==> config.mk <==
export PLATFORM = sky130hd
export DESIGN_NAME = pico9_uart
export DESIGN_NICKNAME = d
export VERILOG_FILES = /design/src/rtl/pico9_uart.sv
export SDC_FILE = /design/constraint.sdc
export NUM_CORES = 1
export LEC_CHECK = 0
export CORE_MARGIN = 2
export CORE_UTILIZATION = 35
export CTS_CLUSTER_SIZE = 12
export DETAILED_ROUTE_END_ITERATION = 16
export SYNTH_ARGS = -nofsm -noshare
export SYNTH_HDL_FRONTEND = slang
export SYNTH_HIERARCHICAL = 1
export SYNTH_SLANG_ARGS = --single-unit
==> constraint.sdc <==
create_clock -name clk -period 4.5 [get_ports clk]
set_input_delay 1.125 -clock clk [delete_from_list [all_inputs] [get_ports clk]]
set_output_delay 1.125 -clock clk [all_outputs]
set_load 0.01 [all_outputs]
==> src/rtl/pico9_uart.sv <==
// pico9_uart: byte-oriented UART peripheral on the pico9 I/O port bus.
//
// Transmit and receive bytes are buffered in DEPTH-entry FIFOs. Data, status,
// control and a 16-bit baud divisor are exposed as 9-bit I/O registers.
// Reads with side effects happen only under iord; writes only under iowr.
//
// Ports:
//   clk, reset   clock and synchronous active-high reset
//   port[2:0]    I/O register select (CPU port)
//   iord         read strobe; pops RX data (port 0) or clears sticky bits (port 1)
//   iowr         write strobe
//   wdata[8:0]   write data (CPU data_out)
//   rdata[8:0]   combinational read data (CPU data_in)
//   rxd          asynchronous serial input, idle high
//   txd          serial output, idle high

// Byte FIFO with count. A flush beats a same-cycle push or pop; a push into a
// full FIFO is accepted only when a real pop happens in the same cycle.
module pico9_uart_fifo #(
    parameter int DEPTH = 8
) (
    input  logic                     clk,
    input  logic                     reset,
    input  logic                     push,
    input  logic                     pop,
    input  logic                     flush,
    input  logic [7:0]               din,
    output logic [7:0]               dout,
    output logic [$clog2(DEPTH):0]   count,
    output logic                     drop
);
    localparam int AW = $clog2(DEPTH);

    logic [7:0]    mem [DEPTH];
    logic [AW-1:0] rd_ptr;
    logic [AW-1:0] wr_ptr;
    logic          empty;
    logic          full;
    logic          do_pop;
    logic          do_push;

    assign empty   = (count == '0);
    assign full    = (count == (AW+1)'(DEPTH));
    assign do_pop  = pop && !empty && !flush;
    assign do_push = push && !flush && (!full || do_pop);
    assign drop    = push && !flush && full && !do_pop;
    assign dout    = mem[rd_ptr];

    // NOTE: sequential state uses non-blocking assignments so every register
    // samples pre-edge values, independent of statement order.
    always_ff @(posedge clk) begin
        if (reset || flush) begin
            rd_ptr <= '0;
            wr_ptr <= '0;
            count  <= '0;
        end else begin
            if (do_push) wr_ptr <= wr_ptr + AW'(1);
            if (do_pop)  rd_ptr <= rd_ptr + AW'(1);
            count <= count + (AW+1)'(do_push) - (AW+1)'(do_pop);
        end
    end

    // NOTE: storage is deliberately not reset; the pointers and count define
    // which entries are valid, and a reset-free array maps onto plain RAM.
    always_ff @(posedge clk) begin
        if (do_push) mem[wr_ptr] <= din;
    end
endmodule

module pico9_uart #(
    parameter int          DEPTH     = 8,
    parameter logic [15:0] DIV_RESET = 16'd433
) (
    input  logic       clk,
    input  logic       reset,
    input  logic [2:0] port,
    input  logic       iord,
    input  logic       iowr,
    input  logic [8:0] wdata,
    output logic [8:0] rdata,
    input  logic       rxd,
    output logic       txd
);
    localparam int CW = $clog2(DEPTH) + 1;

    typedef enum logic [1:0] {TX_IDLE, TX_START, TX_DATA, TX_STOP} tx_state_t;
    typedef enum logic [2:0] {RX_IDLE, RX_START, RX_DATA, RX_STOP, RX_WAITHI} rx_state_t;

    // Register file
    logic [15:0] divisor;
    logic [15:0] div_eff;
    logic        loopback;
    logic        rx_overrun;
    logic        frame_err;
    logic        tx_overflow;

    // Bus decode
    logic wr_data, wr_ctl, wr_div_lo, wr_div_hi, rd_data, rd_status;
    logic rx_flush, tx_flush;

    // FIFOs
    logic [7:0]    tx_head, rx_head;
    logic [CW-1:0] tx_count, rx_count;
    logic          tx_drop, rx_drop;
    logic          tx_empty, tx_full, rx_nonempty;

    // TX path
    tx_state_t   tx_state, tx_next;
    logic [15:0] tx_cnt, tx_div;
    logic [7:0]  tx_shift;
    logic [2:0]  tx_bit_idx;
    logic        tx_bit_end, tx_pop, tx_idle;

    // RX path
    rx_state_t   rx_state, rx_next;
    logic        rxd_meta, rxd_sync, rx_line;
    logic [15:0] rx_cnt, rx_div, rx_half_m1;
    logic [7:0]  rx_shift, rx_byte;
    logic [2:0]  rx_bit_idx;
    logic        rx_bit_end, rx_half_end, rx_push, rx_frame_err;

    // Divisors below 3 would leave too few clocks for mid-bit sampling.
    assign div_eff = (divisor < 16'd3) ? 16'd3 : divisor;

    assign wr_data   = iowr && (port == 3'd0);
    assign wr_ctl    = iowr && (port == 3'd1);
    assign wr_div_lo = iowr && (port == 3'd2);
    assign wr_div_hi = iowr && (port == 3'd3);
    assign rd_data   = iord && (port == 3'd0);
    assign rd_status = iord && (port == 3'd1);
    assign rx_flush  = wr_ctl && wdata[0];
    assign tx_flush  = wr_ctl && wdata[1];

    pico9_uart_fifo #(.DEPTH(DEPTH)) u_tx_fifo (
        .clk   (clk),
        .reset (reset),
        .push  (wr_data),
        .pop   (tx_pop),
        .flush (tx_flush),
        .din   (wdata[7:0]),
        .dout  (tx_head),
        .count (tx_count),
        .drop  (tx_drop)
    );

    pico9_uart_fifo #(.DEPTH(DEPTH)) u_rx_fifo (
        .clk   (clk),
        .reset (reset),
        .push  (rx_push),
        .pop   (rd_data),
        .flush (rx_flush),
        .din   (rx_byte),
        .dout  (rx_head),
        .count (rx_count),
        .drop  (rx_drop)
    );

    assign tx_empty    = (tx_count == '0);
    assign tx_full     = (tx_count == CW'(DEPTH));
    assign rx_nonempty = (rx_count != '0);
    assign tx_idle     = (tx_state == TX_IDLE) && tx_empty;

    // ---------------------------------------------------------------- registers
    always_ff @(posedge clk) begin
        if (reset) begin
            divisor     <= DIV_RESET;
            loopback    <= 1'b0;
            rx_overrun  <= 1'b0;
            frame_err   <= 1'b0;
            tx_overflow <= 1'b0;
        end else begin
            if (wr_div_lo) divisor[8:0]  <= wdata;
            if (wr_div_hi) divisor[15:9] <= wdata[6:0];
            if (wr_ctl)    loopback      <= wdata[2];
            // A new event in the same cycle as a clear stays visible.
            rx_overrun  <= (rx_overrun  && !rd_status) || rx_drop;
            frame_err   <= (frame_err   && !rd_status) || rx_frame_err;
            tx_overflow <= (tx_overflow && !rd_status) || tx_drop;
        end
    end

    // NOTE: every signal assigned in always_comb gets a default first, so no
    // path through the case statements can infer a latch.
    always_comb begin
        rdata = 9'd0;
        case (port)
            3'd0: rdata = {rx_nonempty, rx_nonempty ? rx_head : 8'd0};
            3'd1: rdata = {2'b00, loopback, tx_overflow, frame_err, rx_overrun,
                           tx_idle, tx_full, rx_nonempty};
            3'd2: rdata = divisor[8:0];
            3'd3: rdata = {2'b00, divisor[15:9]};
            default: rdata = 9'd0;
        endcase
    end

    // ---------------------------------------------------------------- TX FSM
    assign tx_bit_end = (tx_cnt == tx_div);

    always_ff @(posedge clk) begin
        if (reset) tx_state <= TX_IDLE;
        else       tx_state <= tx_next;
    end

    always_comb begin
        tx_next = tx_state;
        tx_pop  = 1'b0;
        case (tx_state)
            TX_IDLE: begin
                if (!tx_empty) begin
                    tx_pop  = 1'b1;
                    tx_next = TX_START;
                end
            end
            TX_START: if (tx_bit_end) tx_next = TX_DATA;
            TX_DATA:  if (tx_bit_end && tx_bit_idx == 3'd7) tx_next = TX_STOP;
            TX_STOP:  if (tx_bit_end) tx_next = TX_IDLE;
            default:  tx_next = TX_IDLE;
        endcase
    end

    // The bit period is latched at each bit boundary so a divisor write never
    // stretches or truncates the bit currently on the wire.
    always_ff @(posedge clk) begin
        if (reset) begin
            txd        <= 1'b1;
            tx_cnt     <= 16'd0;
            tx_div     <= 16'd3;
            tx_shift   <= 8'd0;
            tx_bit_idx <= 3'd0;
        end else begin
            case (tx_state)
                TX_IDLE: begin
                    if (tx_pop) begin
                        tx_shift <= tx_head;
                        txd      <= 1'b0;
                        tx_cnt   <= 16'd0;
                        tx_div   <= div_eff;
                    end
                end
                TX_START: begin
                    if (tx_bit_end) begin
                        txd        <= tx_shift[0];
                        tx_cnt     <= 16'd0;
                        tx_div     <= div_eff;
                        tx_bit_idx <= 3'd0;
                    end else begin
                        tx_cnt <= tx_cnt + 16'd1;
                    end
                end
                TX_DATA: begin
                    if (tx_bit_end) begin
                        tx_cnt <= 16'd0;
                        tx_div <= div_eff;
                        if (tx_bit_idx == 3'd7) begin
                            txd <= 1'b1;
                        end else begin
                            txd        <= tx_shift[1];
                            tx_shift   <= {1'b0, tx_shift[7:1]};
                            tx_bit_idx <= tx_bit_idx + 3'd1;
                        end
                    end else begin
                        tx_cnt <= tx_cnt + 16'd1;
                    end
                end
                TX_STOP: begin
                    tx_cnt <= tx_bit_end ? 16'd0 : tx_cnt + 16'd1;
                end
                default: txd <= 1'b1;
            endcase
        end
    end

    // ---------------------------------------------------------------- RX FSM
    always_ff @(posedge clk) begin
        if (reset) begin
            rxd_meta <= 1'b1;
            rxd_sync <= 1'b1;
        end else begin
            rxd_meta <= rxd;
            rxd_sync <= rxd_meta;
        end
    end

    // Loopback listens to the registered txd; it is already synchronous.
    assign rx_line     = loopback ? txd : rxd_sync;
    assign rx_bit_end  = (rx_cnt == rx_div);
    assign rx_half_end = (rx_cnt == rx_half_m1);

    always_ff @(posedge clk) begin
        if (reset) rx_state <= RX_IDLE;
        else       rx_state <= rx_next;
    end

    always_comb begin
        rx_next      = rx_state;
        rx_frame_err = 1'b0;
        case (rx_state)
            RX_IDLE:  if (!rx_line) rx_next = RX_START;
            RX_START: if (rx_half_end) rx_next = rx_line ? RX_IDLE : RX_DATA;
            RX_DATA:  if (rx_bit_end && rx_bit_idx == 3'd7) rx_next = RX_STOP;
            RX_STOP: begin
                if (rx_bit_end) begin
                    rx_next      = rx_line ? RX_IDLE : RX_WAITHI;
                    rx_frame_err = !rx_line;
                end
            end
            RX_WAITHI: if (rx_line) rx_next = RX_IDLE;
            default:   rx_next = RX_IDLE;
        endcase
    end

    always_ff @(posedge clk) begin
        if (reset) begin
            rx_cnt     <= 16'd0;
            rx_div     <= 16'd3;
            rx_half_m1 <= 16'd1;
            rx_shift   <= 8'd0;
            rx_byte    <= 8'd0;
            rx_bit_idx <= 3'd0;
            rx_push    <= 1'b0;
        end else begin
            rx_push <= 1'b0;
            case (rx_state)
                RX_IDLE: begin
                    if (!rx_line) begin
                        rx_cnt     <= 16'd0;
                        rx_div     <= div_eff;
                        // ((div+1)>>1) - 1 == (div-1)>>1; div_eff >= 3 so no wrap.
                        rx_half_m1 <= (div_eff - 16'd1) >> 1;
                    end
                end
                RX_START: begin
                    if (rx_half_end) begin
                        rx_cnt     <= 16'd0;
                        rx_div     <= div_eff;
                        rx_bit_idx <= 3'd0;
                    end else begin
                        rx_cnt <= rx_cnt + 16'd1;
                    end
                end
                RX_DATA: begin
                    if (rx_bit_end) begin
                        rx_shift   <= {rx_line, rx_shift[7:1]};
                        rx_bit_idx <= rx_bit_idx + 3'd1;
                        rx_cnt     <= 16'd0;
                        rx_div     <= div_eff;
                    end else begin
                        rx_cnt <= rx_cnt + 16'd1;
                    end
                end
                RX_STOP: begin
                    if (rx_bit_end) begin
                        rx_cnt <= 16'd0;
                        if (rx_line) begin
                            rx_push <= 1'b1;
                            rx_byte <= rx_shift;
                        end
                    end else begin
                        rx_cnt <= rx_cnt + 16'd1;
                    end
                end
                default: rx_cnt <= 16'd0;
            endcase
        end
    end
endmodule

# Yosys cells after proc, flatten, opt, wreduce, memory -nomap -nowiden
# Memories as Yosys holds them, arrays and structs flattened. A register that Yosys moved wholly into a read port is not among the register bits.
# Cells that the tools add are included.
# W data, S select, Z words.
# totals
ram_bits	128
in_bits	17
ff_bits	158
mem_count	2
out_inout_bits	10
wordCells	208
# mem_list
name	words	word_bits	rd	rd_clocked_by_memory_dff	write_ports	line_no	text
u_rx_fifo.mem	8	8	1	1	1	34	logic [7:0] mem [DEPTH];
u_tx_fifo.mem	8	8	1	1	1	34	
# classes
mux	60
add_sub_neg	13
n_bitwise	3
n_eq_ne	31
n_lt_le_gt_ge	1
n_reduce_logical	70
# op_table
cell	n
$mux W16	11
$pmux W16 S3	2
$pmux W16 S2	2
$mux W3	15
$pmux W9 S4	1
$add A16 B1 Y16 const B	2
$eq A16 B16 Y1	2
$mux W8	4
$logic_and A1 B1 Y1	26
$ne A2 B2 Y1 const B	12
$reduce_and A4 Y1	5
$add A3 B1 Y3 const B	6
$eq A16 B15 Y1	1
$lt A16 B2 Y1 const B	1
$pmux W8 S2	1
$sub A16 B1 Y16 const B	1
$pmux W3 S5	1
$mux W1	14
$eq A3 B2 Y1 const B	4
$pmux W3 S2	2
$logic_not A1 Y1	10
$mux W2	5
$eq A3 B3 Y1 const B	3
$reduce_and A3 Y1	3
other kinds (21)	44

# Depth between registers and ports, before layout
# Gate-level depths: netlist of the first run.
# logic_depth
depth_word	9
depth_mapped	12
depth_no_buf	12

# Hierarchy
# The synthesis of the first run kept the hierarchy.
# modules_own_cells
module	instances	cells_per_inst	area_per_inst_um2	seq_area_each_um2
pico9_uart	1	813	7186.9	2762.6
pico9_uart_fifo	2	179	3210.6	2182.1

# Worst setup path before layout of the first run
# Ideal clock, no wire load.
# synth_path
path_type	input -> register
from	input port[1]
to	memory u_rx_fifo.mem[1][0], enable pin
slack_ns	0.775
stages	7
required_ns	4.105
arrival_ns	3.330
cell_sequence	clkbuf_1 > nor2b_1 > clkbuf_1 > and3_1 > nor3b_1 > nor2_1 > nor4_1
# synth_between
elab_chain_len	9
# synth_rtl
element	line_no	text
from (decl)	76	input logic [2:0] port,
$eq A3 B1 Y1 (*)	126	assign wr_ctl = iowr && (port == 3'd1);
$logic_and A1 B1 Y1 (*)	126	
$logic_and A1 B1 Y1 (*)	131	assign rx_flush = wr_ctl && wdata[0];
via rx_flush	99	logic rx_flush, tx_flush;
$logic_not A1 Y1 (*)	44, 45	
$logic_and A1 B1 Y1	44	assign do_pop = pop && !empty && !flush;
$logic_or A1 B1 Y1	45	assign do_push = push && !flush && (!full || do_pop);
$logic_and A1 B1 Y1 (*)	45	
$mux W1 (*)	66	if (do_push) mem[wr_ptr] <= din;
$mux W1 (not written as such) (*)	66	
to (decl)	34	
# The timed path passes the listed nets; every way through them passes the cells marked *.

==> qor.csv, run 1 <==
metric,value,unit
postSynthCellCount,1171,
coreArea,38600,µm²
utilization,0.401,
fin_ws,0.299,ns
root_buffer,clkbuf_16,
rrSetupSlack,1.57,ns
tns,0,ns
gr-total-overflow,0,
cap_violations,0,
die_w,201,µm
initial_utilization,0.353,
htree_levels,2,
hold_buffers,0,
die_area,40500,µm²
cts_tree,built,
hpwlAfterDp,20.6,mm
syn_nets,1215,
syn_area,13600,µm²
synth_seq_cells,292,
p_leak,5.45,nW
min_period_over_period,0.934,
power_frac_seq,0.446,
cp-start-kind,flip-flop,
drive_above_1_share,0.112,
fillerInstances,3772,
rsz0062_at_grt,no,
gp_congestion,0.829,
num_antenna_cells,0,
die_h,201,µm
wirelength,30.1,mm
grt_pass1_wl,48.3,mm
dp_slack,0.322,ns
drc_errors,0,
timing.final.max_slew_violations,0,
clock_path_buffers,3,
avgSynthCellArea,11.6,µm²
min_period,4.20,ns
placed_area,14400,µm²
io_buffer_count,26,
setup_viol,0,
nNetsFinal,1246,
power,6.83,mW
fp-row-count,72,
post_cts_buffers,0,
cts.sinks,292,
num_vias,8888,
dr.pass1.iters,7,
antenna_found_initial,0,
cp.arrival,3.08,ns
max_freq,238,MHz
synth-edff-count,128,
clk_pin_slew_worst_paths,0.06,ns
cts_resized,0,
synth.yosys.warnings,6,
hold_viol,0,
async_flop_share,0,
grt_pass1_vias,8822,
peakVddDrop,0.308,mV
fin_skew,0.0183,ns
worst_pin_slew,1.11,ns
end_kind,output pin,
ios,27,
p_int,4.90,mW
crit_fanout,9,
p_sw,1.93,mW
grtUsageTotal,0.149,
stdcell_area,15500,µm²
pwr-share-comb,0.179,
seq_area_frac_synth,0.524,
crit_type,reg2out,
grt_max_degree,87,
max_slew_margin,0.254,
routed_via_density,5.09,
ant_nets,0,
drt_iter0_drc,518,
switching_share,0.283,
ys_types,81,
critPathRequiredTime,3.38,ns
powerDensity,442,nW/µm²
clock_power_share,0.375,
ys.flop_type,dfxtp_1,
status,"finished, final reports clean",
clk_latency,0.53,ns
area_growth,13.7,%
wl_per_cell,17.2,µm
hp-class,reg2reg,
numCtsBuffers,34,
-- cell usage after synthesis, drive strengths merged, types with 8 or more instances --
cell | number | area [µm²]
a211oi | 14 | 105
a21oi | 39 | 195
a22oi | 8 | 60.1
a311oi | 15 | 138
and2 | 12 | 75.1
and3 | 8 | 50.1
buf | 23 | 201
clkbuf | 42 | 163
dfxtp | 164 | 3280
edfxtp | 128 | 3840
ha | 25 | 313
inv | 19 | 71.3
mux2 | 25 | 285
mux2i | 58 | 581
mux4 | 32 | 833
nand2 | 54 | 203
nand2b | 40 | 250
nand3 | 22 | 110
nand3b | 10 | 75.1
nand4 | 8 | 56.3
nor2 | 108 | 408
nor2b | 27 | 169
nor3 | 28 | 151
nor3b | 13 | 97.6
nor4 | 24 | 186
o21ai | 63 | 315
or2 | 8 | 50.1
or3 | 17 | 108
xnor2 | 21 | 184
xor2 | 43 | 377
-- cells by family after synthesis --
family | count (synthesis) | share of synthesized area
AO/OA/AOI/OAI | 192 | 0.0933
buffers and inverters | 85 | 0.0326
XOR/XNOR | 64 | 0.0412
flip-flops | 292 | 0.524
multiplexers | 115 | 0.125
AND/OR/NAND/NOR | 396 | 0.158
adder cells (fa/ha/maj) | 27 | 0.0259
-- per-stage QoR --
step	instances	hold WS (ns)
after floorplan	1171	0.389
after global placement	1684	0.417
after detailed placement	1684	0.401
after CTS	1746	0.428
after global routing	1746	0.454
final	1746	0.421
-- worst paths after layout --
kind | endpoint | startpoint | cells after the start
min reg2reg | rxd_sync | rxd_meta | 1
min | rxd_sync | rxd_meta | 1
max | rdata[4] | flip-flop | 6
max reg2reg | u_tx_fifo/count[2] | tx_state[0] | 12
-- cells in the final DEF, fill, tap and decap left out, types with 13 or more instances in the layout --
| master | netlist | layout |
|---|---|---|
| a21oi_1 | 39 | 39 |
| mux4_1 | 30 | 30 |
| mux2_2 | 24 | 24 |
| nor4_1 | 21 | 20 |
| clkbuf_16 | 0 | 34 |
| mux2i_1 | 58 | 58 |
| nor3_1 | 27 | 27 |
| xnor2_1 | 21 | 21 |
| nor2b_1 | 27 | 27 |
| nand2_1 | 54 | 54 |
| nand3_1 | 22 | 22 |
| buf_4 | 3 | 35 |
| nor2_1 | 107 | 107 |
| inv_1 | 19 | 19 |
| nand2b_1 | 40 | 40 |
| ha_1 | 25 | 25 |
| clkbuf_1 | 40 | 13 |
| nor3b_1 | 13 | 13 |
| a311oi_1 | 14 | 14 |
| xor2_1 | 43 | 43 |
| edfxtp_1 | 128 | 128 |
| or3_1 | 16 | 16 |
| a211oi_1 | 14 | 14 |
| clkdlybuf4s50_1 | 0 | 25 |
| dfxtp_1 | 164 | 164 |
| o21ai_0 | 61 | 61 |
-- cell type report --
class / count / area (µm²) / share of cell area
flip-flops and latches: 292 / 7130 / 0.461
multi-input cells: 794 / 6050 / 0.391
clock buffers: 49 / 927 / 0.0599
well taps: 518 / 648 / 0.0419
repair buffers: 61 / 533 / 0.0345
clock inverters: 13 / 108 / 0.00696
inverters: 19 / 71.3 / 0.00461
-- flip-flops by register name, summed over array words and instances, names as in the netlist, 4 cells and up, named ones only --
signal,flops
divisor,16
rx_byte,8
rx_cnt,16
rx_div,16
rx_half_m1,15
rx_shift,8
tx_cnt,16
tx_div,16
tx_shift,8
u_rx_fifo/count,4
u_rx_fifo/mem,64
u_tx_fifo/count,4
u_tx_fifo/mem,64
-- worst max-delay path: stages, from the launching register on --
cell and delay (ns):
dfxtp_1 0.67, buf_4 0.29, mux4_1 0.61, mux2_2 0.31, nand2_1 0.06, o21ai_0 0.11, clkdlybuf4s50_1 0.52
-- routing by layer --
layer | GRT usage | share of wire | vias to the layer above
met3 | 0.0295 | 0.040 | 42
met1 | 0.194 | 0.46 | 4266
met5 | 0 | 0 | -
li1 | - | - | 4422
met4 | 0.0465 | 0.022 | 0
met2 | 0.249 | 0.48 | 158
-- power by group through the flow --
stage / Clock, mW / Sequential [mW] / Combinational, mW
floorplan: 0 / 3.02 / 0.994
global placement: 0 / 3.10 / 1.21
detailed placement: 0 / 3.10 / 1.22
CTS: 2.65 / 3.05 / 1.23
global route: 2.75 / 3.07 / 1.36
finish: 2.56 / 3.05 / 1.22
(Power assumes the default switching activity.)
==> run 2, diff against run 1 <==
Settings changed: CORE_MARGIN 2 to 5.
==> qor.csv, run 2 (synthesis gave the netlist of run 1 again) <==
metric,value,unit,change
status,"finished, final reports clean",,
nNetsFinal,1247,,+0.080%
critPathRequiredTime,3.38,ns,about the same
fin_ws,0.178,ns,-0.121 ns
cts_resized,0,,unchanged
wirelength,30.1,mm,about the same
hold_end,rxd_sync,,
coreArea,38600,µm²,unchanged
gp_congestion,0.807,,-2.6%
hp-start,rxd_meta,,
end_kind,output pin,,
max_freq,231,MHz,-2.8%
ios,27,,unchanged
hold_slack,0.425,ns,+0.00340 ns
power,7.08,mW,+3.6%
cts.sinks,292,,unchanged
area_growth,14.4,%,
grt_pass1_vias,8830,,+0.091%
grt_max_degree,54,,-38%
worst_pin_slew,1.08,ns,-0.0264 ns
peakVddDrop,0.370,mV,+20%
hp-class,reg2reg,,
antenna_found_initial,0,,unchanged
fin_skew,0.0154,ns,-0.00283 ns
clk_latency,0.51,ns,-0.02 ns
dp_slack,0.237,ns,-0.0852 ns
min_period,4.32,ns,+0.121 ns
wl_per_cell,17.2,µm,about the same
final_cell_mix,"dfxtp_1, edfxtp_1, nor2_1",,
cap_violations,0,,unchanged
numCtsBuffers,34,,unchanged
post_cts_buffers,0,,unchanged
root_buffer,clkbuf_16,,
r2r_end,u_tx_fifo/count[2],,
tns,0,ns,unchanged
routed_via_density,5.13,,+0.82%
placed_area,14400,µm²,about the same
drc_errors,0,,unchanged
hold_viol,0,,unchanged
die_h,207,µm,+3.0%
cp.arrival,3.20,ns,+0.12 ns
stdcell_area,15600,µm²,+0.68%
rrSetupSlack,1.63,ns,+0.06 ns
hold_buffers,0,,unchanged
hpwlAfterDp,20.5,mm,-0.66%
crit_fanout,8,,-1
grt_pass1_wl,48.6,mm,+0.63%
placed_cells,1685,,+0.059%
fp-row-count,72,,unchanged
powerDensity,454,nW/µm²,+2.9%
finalNonFillerCells,1746,,unchanged
crit_type,in2out,,
ant_nets,0,,unchanged
max_slew_margin,0.271,,+0.0177
num_antenna_cells,0,,unchanged
min_period_over_period,0.960,,+0.0269
htree_levels,2,,unchanged
dr.pass1.iters,6,,-1
drive_above_1_share,0.118,,+0.00570
reg2regPathDepth,12,,unchanged
cp-start-kind,input pin,,
drt_iter0_drc,517,,-0.19%
grtUsageTotal,0.137,,-0.0116
die_area,42900,µm²,+6.1%
initial_utilization,0.353,,unchanged
num_vias,8961,,+0.82%
top_regs,"u_rx_fifo/mem: 64 flops, u_tx_fifo/mem: 64 flops",,
hold_path_depth,1,,unchanged
rsz0062_at_grt,no,,
timing.final.max_slew_violations,0,,unchanged
utilization,0.404,,+0.00273
gr-total-overflow,0,,unchanged
io_buffer_count,26,,unchanged
setup_viol,0,,unchanged
clk_pin_slew_worst_paths,0.06,ns,about the same
timing.rr.start,tx_state[0],,
die_w,207,µm,+3.0%
clock_path_buffers,3,,unchanged
mostFrequentLayoutCell,dfxtp_1,,
p_leak,5.51,nW,+1.1%
cts_tree,built,,
[run 2: changes by cell type in the layout (fill, tap and decap cells not counted), sizes merged]
cell      before  now
buf           36   37
bufinv         1    4
clkbuf        49   46
clkinvlp       0    1
inv           21   19
[run 2: power breakdown]
group / switching [mW] / internal, mW / leakage [nW] / total (mW)
logic: 0.716 / 0.511 / 2.45 / 1.23
registers: 0.165 / 2.89 / 2.50 / 3.05
clock network: 1.06 / 1.74 / 0.564 / 2.80
[run 2: area by class of cell]
| cell class | instances | area (µm²) |
|---|---|---|
| Fill cell | 3710 | 23000 |
| Multi-Input combinational cell | 794 | 6050 |
| Clock buffer | 46 | 970 |
| Inverter | 19 | 71.3 |
| Sequential cell | 292 | 7130 |
| Tap cell | 518 | 648 |
| Clock inverter | 15 | 175 |
| Timing Repair Buffer | 62 | 528 |
[run 2: worst max path at each step]
stage / cells after the start / endpoint / startpoint
final: 6 / rdata[5] / port[1]
after CTS: 6 / rdata[6] / port[1]
after global placement: 6 / rdata[7] / port[1]
after floorplan: 7 / u_rx_fifo/mem[1][0] / port[1]
after global routing: 6 / rdata[7] / port[1]
after detailed placement: 6 / rdata[6] / port[1]
[run 2: critical path: stages]
cell	delay, ns
clkdlybuf4s50_1	0.57
nor2b_1	0.24
buf_4	0.16
a22oi_1	0.08
o21ai_0	0.38
clkdlybuf4s50_1	0.63
[run 2: layer usage]
layer / vias to the layer above / routed length, µm / global-route usage
met1: 4342 / 13800 / 0.184
met3: 44 / 1240 / 0.0269
met4: 0 / 532 / 0.0319
met2: 156 / 14500 / 0.230
met5: - / 0 / 0
li1: 4419 / - / -
